===== config.mk =====
export PLATFORM = sky130hd
export DESIGN_NAME = dcm_chain_lock_sequencer_flat
export DESIGN_NICKNAME = d
export VERILOG_FILES = /design/src/rtl/dcm_chain_lock_sequencer_if.sv /design/src/rtl/dcm_chain_lock_sequencer.sv /design/src/flat_wrapper.sv
export SDC_FILE = /design/constraint.sdc
export NUM_CORES = 1
export LEC_CHECK = 0
export ABC_AREA = 1
export BUFFER_PORTS_ARGS = -buffer_cell sky130_fd_sc_hd__buf_2
export CAP_MARGIN = 20
export CORE_ASPECT_RATIO = 0.9
export CORE_MARGIN = 4
export CORE_UTILIZATION = 60
export DETAILED_ROUTE_END_ITERATION = 6
export PLACE_DENSITY = 0.89
export SLEW_MARGIN = 10
export SYNTH_ARGS = -nofsm -noshare
export SYNTH_HDL_FRONTEND = slang
export SYNTH_SLANG_ARGS = --single-unit

===== constraint.sdc =====
create_clock -name clk -period 2.6 [get_ports clk]
set_clock_uncertainty 0.1 [all_clocks]
set_input_delay 0.52 -clock clk [delete_from_list [all_inputs] [get_ports clk]]
set_output_delay 0.52 -clock clk [all_outputs]
set_load 0.05 [all_outputs]

===== src/rtl/dcm_chain_lock_sequencer_if.sv =====
// dcm_chain_lock_sequencer_if: lock inputs and reset/status outputs of the DLL chain sequencer
interface dcm_chain_lock_sequencer_if #(
  parameter int NUM_STAGES = 2,
  parameter int RETRY_W = 4
);
  localparam int CS_W = (NUM_STAGES > 1) ? $clog2(NUM_STAGES) : 1;
  logic [NUM_STAGES-1:0] stage_locked;
  logic retry_clr;
  logic [NUM_STAGES-1:0] stage_rst;
  logic sys_rst;
  logic all_locked;
  logic fault;
  logic [RETRY_W-1:0] retry_count;
  logic [CS_W-1:0] cur_stage;
  modport master (
    output stage_locked, retry_clr,
    input stage_rst, sys_rst, all_locked, fault, retry_count, cur_stage
  );
  modport slave (
    input stage_locked, retry_clr,
    output stage_rst, sys_rst, all_locked, fault, retry_count, cur_stage
  );
endinterface


===== src/rtl/dcm_chain_lock_sequencer.sv =====
// dcm_chain_lock_sequencer: brings a cascade of DLL stages up one at a time and releases sys_rst once all are qualified
module dcm_chain_lock_sequencer #(
  parameter int NUM_STAGES = 2,
  parameter int RST_PULSE_CYCLES = 3,
  parameter int QUAL_CYCLES = 8,
  parameter int LOCK_TIMEOUT = 65535,
  parameter int MAX_RETRIES = 3,
  parameter int RETRY_W = 4
) (
  input logic clk,
  input logic ares,
  dcm_chain_lock_sequencer_if.slave bus
);
  localparam int CS_W = (NUM_STAGES > 1) ? $clog2(NUM_STAGES) : 1;
  localparam int QW = $clog2(QUAL_CYCLES + 1);
  localparam int TW = $clog2(LOCK_TIMEOUT + 1);
  localparam int PW = $clog2(RST_PULSE_CYCLES + 1);
  typedef enum logic [2:0] {S_RESET_ALL, S_WAIT_LOCK, S_QUALIFY, S_RUN, S_FAULT} state_t;
  state_t r_state, w_state_nxt;
  logic [NUM_STAGES-1:0] r_sync1, r_lk, r_stage_rst, w_stage_rst_nxt, w_mask, w_drop;
  logic [CS_W-1:0] r_cur, w_cur_nxt, r_restart, w_restart_nxt, w_drop_idx;
  logic [RETRY_W-1:0] r_retry, w_retry_nxt, w_retry_inc;
  logic [QW-1:0] r_qcnt, w_qcnt_nxt;
  logic [TW-1:0] r_tcnt, w_tcnt_nxt;
  logic [PW-1:0] r_pcnt, w_pcnt_nxt;
  logic r_sys_rst, r_all_locked, r_fault, w_lk_cur, w_last, w_can_retry;
  assign w_lk_cur = r_lk[r_cur];
  assign w_last = r_cur == CS_W'(NUM_STAGES - 1);
  assign w_can_retry = int'(r_retry) < MAX_RETRIES;
  assign w_retry_inc = (&r_retry) ? r_retry : r_retry + 1'b1;
  // stages already qualified: everything in RUN, only those below cur_stage while bringing up
  assign w_mask = (r_state == S_RUN) ? '1 : (NUM_STAGES'(1) << r_cur) - 1'b1;
  assign w_drop = ~r_lk & w_mask;
  // lowest dropped stage wins so everything above it is restarted together
  always_comb begin
    w_drop_idx = '0;
    for (int k = NUM_STAGES - 1; k >= 0; k--) w_drop_idx = w_drop[k] ? CS_W'(k) : w_drop_idx;
  end
  // next-state and counter updates
  always_comb begin
    w_state_nxt = r_state;
    w_cur_nxt = r_cur;
    w_restart_nxt = r_restart;
    w_retry_nxt = r_retry;
    w_qcnt_nxt = r_qcnt;
    w_tcnt_nxt = (r_tcnt == TW'(LOCK_TIMEOUT)) ? r_tcnt : r_tcnt + 1'b1;
    w_pcnt_nxt = '0;
    case (r_state)
      S_RESET_ALL:
        if (r_pcnt == PW'(RST_PULSE_CYCLES - 1)) begin
          w_state_nxt = S_WAIT_LOCK;
          w_cur_nxt = r_restart;
          w_qcnt_nxt = '0;
          w_tcnt_nxt = '0;
        end else w_pcnt_nxt = r_pcnt + 1'b1;
      S_WAIT_LOCK, S_QUALIFY:
        if (|w_drop) begin
          w_state_nxt = S_RESET_ALL;
          w_restart_nxt = w_drop_idx;
        end else if (r_tcnt == TW'(LOCK_TIMEOUT)) begin
          w_state_nxt = w_can_retry ? S_RESET_ALL : S_FAULT;
          w_retry_nxt = w_can_retry ? w_retry_inc : r_retry;
          w_restart_nxt = '0;
        end else if (r_state == S_WAIT_LOCK) begin
          w_state_nxt = w_lk_cur ? S_QUALIFY : S_WAIT_LOCK;
          w_qcnt_nxt = '0;
        end else if (!w_lk_cur) begin
          w_state_nxt = S_WAIT_LOCK;
          w_qcnt_nxt = '0;
        end else if (r_qcnt == QW'(QUAL_CYCLES)) begin
          w_state_nxt = w_last ? S_RUN : S_WAIT_LOCK;
          w_cur_nxt = w_last ? r_cur : r_cur + 1'b1;
          w_tcnt_nxt = '0;
        end else w_qcnt_nxt = r_qcnt + 1'b1;
      S_RUN:
        if (|w_drop) begin
          w_state_nxt = S_RESET_ALL;
          w_restart_nxt = w_drop_idx;
        end
      S_FAULT:
        if (bus.retry_clr) begin
          w_state_nxt = S_RESET_ALL;
          w_retry_nxt = '0;
          w_restart_nxt = '0;
        end
      default: w_state_nxt = S_RESET_ALL;
    endcase
  end
  // per-stage reset pattern for the state being entered
  always_comb begin
    w_stage_rst_nxt = '0;
    for (int k = 0; k < NUM_STAGES; k++)
      w_stage_rst_nxt[k] = (w_state_nxt == S_FAULT) ||
        (w_state_nxt == S_RESET_ALL && k >= int'(w_restart_nxt)) ||
        ((w_state_nxt == S_WAIT_LOCK || w_state_nxt == S_QUALIFY) && k > int'(w_cur_nxt));
  end
  // lock synchronisers, state, counters and registered outputs
  always_ff @(posedge clk or posedge ares)
    if (ares) begin
      r_sync1 <= '0;
      r_lk <= '0;
      r_state <= S_RESET_ALL;
      r_cur <= '0;
      r_restart <= '0;
      r_retry <= '0;
      r_qcnt <= '0;
      r_tcnt <= '0;
      r_pcnt <= '0;
      r_stage_rst <= '1;
      r_sys_rst <= 1'b1;
      r_all_locked <= 1'b0;
      r_fault <= 1'b0;
    end else begin
      r_sync1 <= bus.stage_locked;
      r_lk <= r_sync1;
      r_state <= w_state_nxt;
      r_cur <= w_cur_nxt;
      r_restart <= w_restart_nxt;
      r_retry <= w_retry_nxt;
      r_qcnt <= w_qcnt_nxt;
      r_tcnt <= w_tcnt_nxt;
      r_pcnt <= w_pcnt_nxt;
      r_stage_rst <= w_stage_rst_nxt;
      r_sys_rst <= !(r_state == S_RUN && w_state_nxt == S_RUN);
      r_all_locked <= w_state_nxt == S_RUN;
      r_fault <= w_state_nxt == S_FAULT;
    end
  assign bus.stage_rst = r_stage_rst;
  assign bus.sys_rst = r_sys_rst;
  assign bus.all_locked = r_all_locked;
  assign bus.fault = r_fault;
  assign bus.retry_count = r_retry;
  assign bus.cur_stage = r_cur;
endmodule


===== src/flat_wrapper.sv =====
// flat-port wrapper written by rule: the top's interface ports become plain ports
module dcm_chain_lock_sequencer_flat 
#(
  parameter int NUM_STAGES = 2,
  parameter int RST_PULSE_CYCLES = 3,
  parameter int QUAL_CYCLES = 8,
  parameter int LOCK_TIMEOUT = 65535,
  parameter int MAX_RETRIES = 3,
  parameter int RETRY_W = 4
)
  (clk, ares, bus_stage_locked, bus_retry_clr, bus_stage_rst, bus_sys_rst, bus_all_locked, bus_fault, bus_retry_count, bus_cur_stage);
  dcm_chain_lock_sequencer_if #(.NUM_STAGES(NUM_STAGES), .RETRY_W(RETRY_W)) bus_i ();
  input logic clk;
  input logic ares;
  input wire logic [$bits(bus_i.stage_locked)-1:0] bus_stage_locked;
  input wire logic [$bits(bus_i.retry_clr)-1:0] bus_retry_clr;
  output wire logic [$bits(bus_i.stage_rst)-1:0] bus_stage_rst;
  output wire logic [$bits(bus_i.sys_rst)-1:0] bus_sys_rst;
  output wire logic [$bits(bus_i.all_locked)-1:0] bus_all_locked;
  output wire logic [$bits(bus_i.fault)-1:0] bus_fault;
  output wire logic [$bits(bus_i.retry_count)-1:0] bus_retry_count;
  output wire logic [$bits(bus_i.cur_stage)-1:0] bus_cur_stage;
  assign bus_i.stage_locked = bus_stage_locked;
  assign bus_i.retry_clr = bus_retry_clr;
  assign bus_stage_rst = bus_i.stage_rst;
  assign bus_sys_rst = bus_i.sys_rst;
  assign bus_all_locked = bus_i.all_locked;
  assign bus_fault = bus_i.fault;
  assign bus_retry_count = bus_i.retry_count;
  assign bus_cur_stage = bus_i.cur_stage;
  dcm_chain_lock_sequencer #(.NUM_STAGES(NUM_STAGES), .RST_PULSE_CYCLES(RST_PULSE_CYCLES), .QUAL_CYCLES(QUAL_CYCLES), .LOCK_TIMEOUT(LOCK_TIMEOUT), .MAX_RETRIES(MAX_RETRIES), .RETRY_W(RETRY_W)) u_core (.clk(clk), .ares(ares), .bus(bus_i));
endmodule

### Word-level counts from Yosys, hierarchy flattened

Index checks and enable logic that the tools add are counted.

| cells by class | value |
|---|---|
| bitwise logic cells | 2 |
| reduce and logical (&&, ||, !) cells | 17 |
| order comparisons | 4 |
| shift operators | 1 |
| equal/unequal tests | 19 |
| mux-type cells | 53 |
| add/sub/neg operators | 6 |

Operators by type and width:

| kind | number |
|---|---|
| 2-to-1 mux 16 bit | 7 |
| 2-to-1 mux 4 bit | 11 |
| case mux 16 bit (2 select lines) | 1 |
| 2-to-1 mux 3 bit | 9 |
| adder 16 x 1 -> 16 bit, second input constant | 1 |
| == test 16 bit, second input constant | 1 |
| case mux 4 bit (2 select lines) | 2 |
| 2-to-1 mux 1 bit | 15 |
| == test 3 x 2 -> 1 bit, second input constant | 4 |
| case mux 3 bit (4 select lines) | 1 |
| 2-to-1 mux 2 bit | 5 |
| adder 4 x 1 -> 4 bit, second input constant | 2 |
| inequality test 2 bit, second input constant | 4 |
| == test 3 x 1 -> 1 bit, second input constant | 2 |
| == test 3 bit, second input constant | 2 |
| zero test 3 bit | 2 |
| inequality test 2 x 1 -> 1 bit, second input constant | 3 |
| AND reduction 6 bit | 1 |
| AND reduction 5 bit | 1 |
| == test 4 bit, second input constant | 1 |
| logical OR 1 bit | 4 |
| < comparator 4 x 2 -> 1 bit, second input constant | 1 |
| inequality test 4 bit, second input constant | 1 |
| AND reduction 4 bit | 1 |
| 16 further kinds | 20 |

| word-level totals | value |
|---|---|
| input port bits | 5 |
| word-level logic and storage cells | 115 |
| flip-flop bits (word level) | 40 |
| output and inout port bits | 10 |

### Depth between registers and ports, before layout

| depth | value |
|---|---|
| depth after elaboration | 11 |
| gate-level depth with buffers | 13 |

### Least setup slack after synthesis

Ideal clock, no wire load.

| timing | value |
|---|---|
| path type | reg2reg |
| start point | register u_core.r_cur, in the netlist u_core.bus.cur_stage |
| end point | register u_core.r_tcnt[11] |
| period minus slack after synthesis | 1.819 ns |
| cell stages (with the launch flop) | 10 |
| data required time | 2.379 ns |
| library setup time | 0.121 ns |
| arrival | 1.598 ns |
| setup slack | 0.781 ns |
| path buffers | 1 |
| path through | dfrtp_1 -> inv_1 -> nand2_1 -> nand2_1 -> nand2_2 -> nor2_4 -> a21oi_4 -> a21oi_4 -> buf_6 -> nor2_2 |

| on the way | value |
|---|---|
| longest elaborated chain between the ends | 7 |
| elaborated cells on any way between the ends | 12 |
| classes of those cells | add/sub: 1; shift: 1; mux: 8; bitwise: 1; reduce/logical: 1 |

RTL lines:

| element | line | RTL |
|---|---|---|
| from (decl) | dcm_chain_lock_sequencer.sv:21 | `logic [CS_W-1:0] r_cur, w_cur_nxt, r_restart, w_restart_nxt, w_drop_idx;` |
| from (signal assigned) | dcm_chain_lock_sequencer.sv:117 | `r_cur <= w_cur_nxt;` |
| left shift 1 x 1 -> 2 bit / 2-to-1 mux 1 bit (equally long branches) | dcm_chain_lock_sequencer.sv:32, dcm_chain_lock_sequencer.sv:27 |  |
| subtractor 2 x 1 -> 2 bit / 2-to-1 mux 1 bit (equally long branches) | dcm_chain_lock_sequencer.sv:32, dcm_chain_lock_sequencer.sv:27 |  |
| 2-to-1 mux 2 bit / 2-to-1 mux 16 bit (equally long branches) | dcm_chain_lock_sequencer.sv:32, dcm_chain_lock_sequencer.sv:67 |  |
| AND 2 bit / 2-to-1 mux 16 bit (equally long branches) | dcm_chain_lock_sequencer.sv:33, dcm_chain_lock_sequencer.sv:64 |  |
| OR reduction 2 bit / 2-to-1 mux 16 bit (equally long branches) | dcm_chain_lock_sequencer.sv:57, dcm_chain_lock_sequencer.sv:60 |  |
| 2-to-1 mux 16 bit * | dcm_chain_lock_sequencer.sv:57 | `if (\|w_drop) begin` |
| case mux 16 bit (2 select lines) * | dcm_chain_lock_sequencer.sv:48 | `case (r_state)` |
| net u_core.w_tcnt_nxt[11] | dcm_chain_lock_sequencer.sv:24 | `logic [TW-1:0] r_tcnt, w_tcnt_nxt;` |
| to (signal assigned) | dcm_chain_lock_sequencer.sv:121 | `r_tcnt <= w_tcnt_nxt;` |
| to (decl) | dcm_chain_lock_sequencer.sv:24 |  |

Mark *: on every way through the listed nets, which the timed path passes. The rest lies on a longest branch. The select of a mux whose other input is x is not followed.
A chain may end at the register's enable or synchronous reset.

### Worst setup path after layout

| timing | value |
|---|---|
| start point | register u_core.r_state[1] |
| end point | register u_core.r_tcnt[15] |

| on the way | value |
|---|---|
| longest elaborated chain between the ends | 6 |
| elaborated cells on any way between the ends | 12 |
| classes of those cells | eq/ne: 3; mux: 5; bitwise: 1; reduce/logical: 3 |

RTL lines:

| element | line | RTL |
|---|---|---|
| from (decl) | dcm_chain_lock_sequencer.sv:19 | `state_t r_state, w_state_nxt;` |
| from (signal assigned) | dcm_chain_lock_sequencer.sv:116 | `r_state <= w_state_nxt;` |
| == test 3 x 2 -> 1 bit | dcm_chain_lock_sequencer.sv:32 | `assign w_mask = (r_state == S_RUN) ? '1 : (NUM_STAGES'(1) << r_cur) - 1'b1;` |
| 2-to-1 mux 2 bit | dcm_chain_lock_sequencer.sv:32 |  |
| AND 2 bit | dcm_chain_lock_sequencer.sv:33 | `assign w_drop = ~r_lk & w_mask;` |
| OR reduction 2 bit | dcm_chain_lock_sequencer.sv:57 |  |
| 2-to-1 mux 16 bit | dcm_chain_lock_sequencer.sv:57 |  |
| case mux 16 bit (2 select lines) * | dcm_chain_lock_sequencer.sv:48 |  |
| net u_core.w_tcnt_nxt[15] | dcm_chain_lock_sequencer.sv:24 |  |

Mark *: on every way through the listed nets, which the timed path passes. The rest lies on a longest branch.

==> metrics.md <==
| Metric | Value |
|---|---|
| Syn Nets | 271 |
| Vias | roughly 1800 |
| # resized after CTS | 0 |
| Post-Synthesis Cells | between 200 and 300 |
| CTS tree | done |
| Final net count | ~300 |
| Global-route usage over all layers | 0.2148 |
| Die width | between 70 and 80 um |
| IO buf count | 14 |
| CP endpoint kind | flip-flop |
| Placed cell area | 2367 um^2 |
| Row cnt | 20 |
| Slew @ Worst Pin | 558.3 ps |
| Largest net degree at the start of global routing | 41 |
| Crit path buf inv count | 1 |
| DRC Markers | 0 |
| Cell count after placement | 320 |
| Worst Path Arrival | ~2100 ps |
| Period minus WS final | 1998 ps |
| Clock slew at reported path FFs | approximately 80 ps |
| Status | completed |
| Crit Path Max Fanout | 16 |
| Fill cells | 259 |
| Post-synth EDFFs | 0 |
| Max Root-Sink Buffers | 2 |
| Hold_buf cts | 0 |
| Die H | 66.04 um |
| Leakage | 1.224 nW |
| Drt first pass iters | 6 |
| Setup_tns | 0 ps |
| WL final | around 4400 um |
| CTS Sinks | 40 |
| PD cells | 829.4 nW/um^2 |
| Unique masters post-synth | 33 |
| Dominant cell type by area after synthesis | dfrtp_1 |
| Mapped Area | 2246 um^2 |
| Core Area | around 3500 um^2 |
| Max Cap Viol | 0 |
| Startpoint types | flip-flop |
| Vias in the first global route | 1730 |
| Postcts setup bufs | 0 |
| Headroom to the max-slew limit | 0.6270 |
| Max-slew violations | 0 |
| Sequential cell area fraction in the yosys report | 0.4474 |
| Layout area overhead | 9.526% |
| Worst slack at placement | 606.1 ps |
| Ys async rst share | 1.000 |
| Critical path data required time | 2650 ps |
| Synth top area share | 0.4123 |
| Final setup margin | 601.9 ps |
| Synth Register Bits | 40 |
| Synth Area per Inst | 8.572 um^2 |
| Synthesis Warnings | 0 |
| Peak Freq | 500.5 MHz |
| # setup viols final | 0 |
| R2r endpoint | u_core.r_tcnt[15]$_DFF_PP0_ |
| Critical Path Slowest Stage Cell | a21oi_4 |
| DR WL/cell | 13.42 um |
| Die Area | 4787 um^2 |
| Cell area after layout | 2460 um^2 |
| Initial cell density of the core | 0.6457 |
| Fin crit share | 0.7685 |
| Reg2reg start | u_core.r_state[1]$_DFF_PP0_ |
| Share of layout cells above drive strength 1 | 0.2746 |
| IR Drop Worst-Case VDD | 0.4773 mV |
| Grt ovf | 0 |
| R2r setup slk | between 600 and 700 ps |
| Endpoints failing hold | 0 |
| Ant diodes | 0 |
| CTS Buf Count | 5 |
| Critical-path cell list | nor2_2 -> inv_2 -> nor2_1 -> nand3_2 -> a21oi_4 -> a21oi_1 |
| Worst Path Class, Setup | flip-flop to flip-flop |
| Clk Tree Root Cell | clkbuf_8 |
| RePlAce Congestion | 0.9493 |
| CP top delay family | compound AO/OA/AOI/OAI gates |
| Via/cell ratio | 5.463 |
| Final Instance Count excl. Fillers | around 330 |
| Clock Latency Late Sink | 300 ps |
| Tot Pwr | 2.040 mW |
| Initial antenna violation count | 0 |
| R2R depth | 6 |
| Hpwl dp | 3288 um |
| DRT iter0 DRCs | 180 |
| CP peak stage delay | roughly 530 ps |
| Synth area leaders | dfrtp_1 (41%), nand2_1 (8.0%), inv_1 (5.2%) |
| First-pass GRT wire length | 7797 um |
| HP Class | input pin to asynchronous set/reset pin |
| RSZ-0062 raised after global routing | no |
| ANT nets after route | 0 |
| IO Pins | 15 |
| Most used DFF post-synth | dfrtp_1 |
| H-tree depth | 2 |
## flip-flops by register name, summed over array words and instances (netlist names)
name                    flops
u_core.r_lk                 2
u_core.r_qcnt               4
u_core.bus.fault            1
u_core.bus.stage_rst        2
u_core.bus.sys_rst          1
u_core.bus.all_locked       1
u_core.bus.retry_count      4
u_core.r_restart            1
u_core.r_tcnt              16
u_core.r_state              3
u_core.r_sync1              2
u_core.bus.cur_stage        1
u_core.r_pcnt               2
## tightest hold or removal path, delay by kind of cell
kind                   cells  cell delay, ps
buffers and inverters      3             540
## cells by family after synthesis
group | Yosys count | synth area share
AOI/OAI and AO/OA | 28 | 0.08579
adders and majority gates | 4 | 0.02229
DFF | 40 | 0.4474
and+or+nand+nor | 143 | 0.3437
xor gates and xnor gates | 7 | 0.02730
buffers and inverters | 40 | 0.07354
## cell type report
cell class                      instances  area, um^2  share of cell area
Sequential cell                        40        1005              0.4084
Clock inverter                          2       10.01            0.004069
Inverter                               39       153.9             0.06256
Multi-Input combinational cell        182        1076              0.4374
Clock buffer                            6       82.58             0.03357
Tap cell                               44       55.05             0.02238
Timing Repair Buffer                   15       77.57             0.03154
## cell usage in the layout (no fill, tap or decap), types with 2 or more instances in the layout
master	n
dfstp_2	3
nand2_2	10
inv_1	31
nor2_1	24
dfrtp_1	37
nand4_1	3
nand3_4	2
a21oi_4	2
a21oi_1	2
nor3_1	12
a21oi_2	4
xor2_1	6
nor2_2	14
nand2_1	48
nand3b_1	2
a31oi_1	2
ha_1	4
nand3_1	15
o21bai_1	2
clkbuf_8	6
nand3_2	2
o21ai_0	9
inv_2	6
buf_2	14
o211ai_1	2
o21ai_1	4
clkinv_2	2
nand2_4	4
nor2_4	5
## routing by layer
layer  vias to the layer above  share of wire  GRT usage  routed length, um
met3                        16          0.059    0.06687                258
met2                        51           0.47     0.3330               2078
met1                       840           0.44     0.2789               1953
met4                         0          0.025    0.08986                112
li1                        885              -          -                  -
met5                         -              0          0                  0
## synth_stat cells (5+ instances only)
| cell type | number |
|---|---|
| dfrtp_1 | 37 |
| inv_1 | 31 |
| inv_2 | 6 |
| nand2_1 | 48 |
| nand2_2 | 10 |
| nand3_1 | 15 |
| nor2_1 | 24 |
| nor2_2 | 14 |
| nor2_4 | 5 |
| nor3_1 | 12 |
| o21ai_0 | 9 |
| xor2_1 | 6 |
## how the worst max path moves through the flow
| stage | depth (start not counted) | start | endpoint |
|---|---|---|---|
| floorplan | 9 | u_core.bus.cur_stage$_DFF_PP0_ | u_core.r_tcnt[11]$_DFF_PP0_ |
| global route | 6 | u_core.r_state[1]$_DFF_PP0_ | u_core.r_tcnt[15]$_DFF_PP0_ |
| finish | 6 | u_core.r_state[1]$_DFF_PP0_ | u_core.r_tcnt[15]$_DFF_PP0_ |
| detailed placement | 6 | u_core.r_state[1]$_DFF_PP0_ | u_core.r_tcnt[15]$_DFF_PP0_ |
| global placement | 9 | u_core.r_tcnt[0]$_DFF_PP0_ | u_core.r_tcnt[0]$_DFF_PP0_ |
| CTS | 6 | u_core.r_state[1]$_DFF_PP0_ | u_core.r_tcnt[15]$_DFF_PP0_ |
## per-stage QoR
stage | hold WS [ps] | util
3_3_place_gp | 234.0 | 0.6806
2_1_floorplan | 231.2 | -
3_5_place_dp | 240.3 | 0.6806
6_report | 218.4 | 0.7072
4_1_cts | 217.3 | 0.7072
5_1_grt | 212.6 | 0.7072
## where the power goes
group / leakage (nW) / total [mW] / internal (mW) / switching [mW]
Combinational: 0.649 / 0.796 / 0.232 / 0.563
Sequential: 0.523 / 0.817 / 0.733 / 0.0847
Clock: 0.0510 / 0.427 / 0.212 / 0.216
Power figures use the tool's default switching activity.
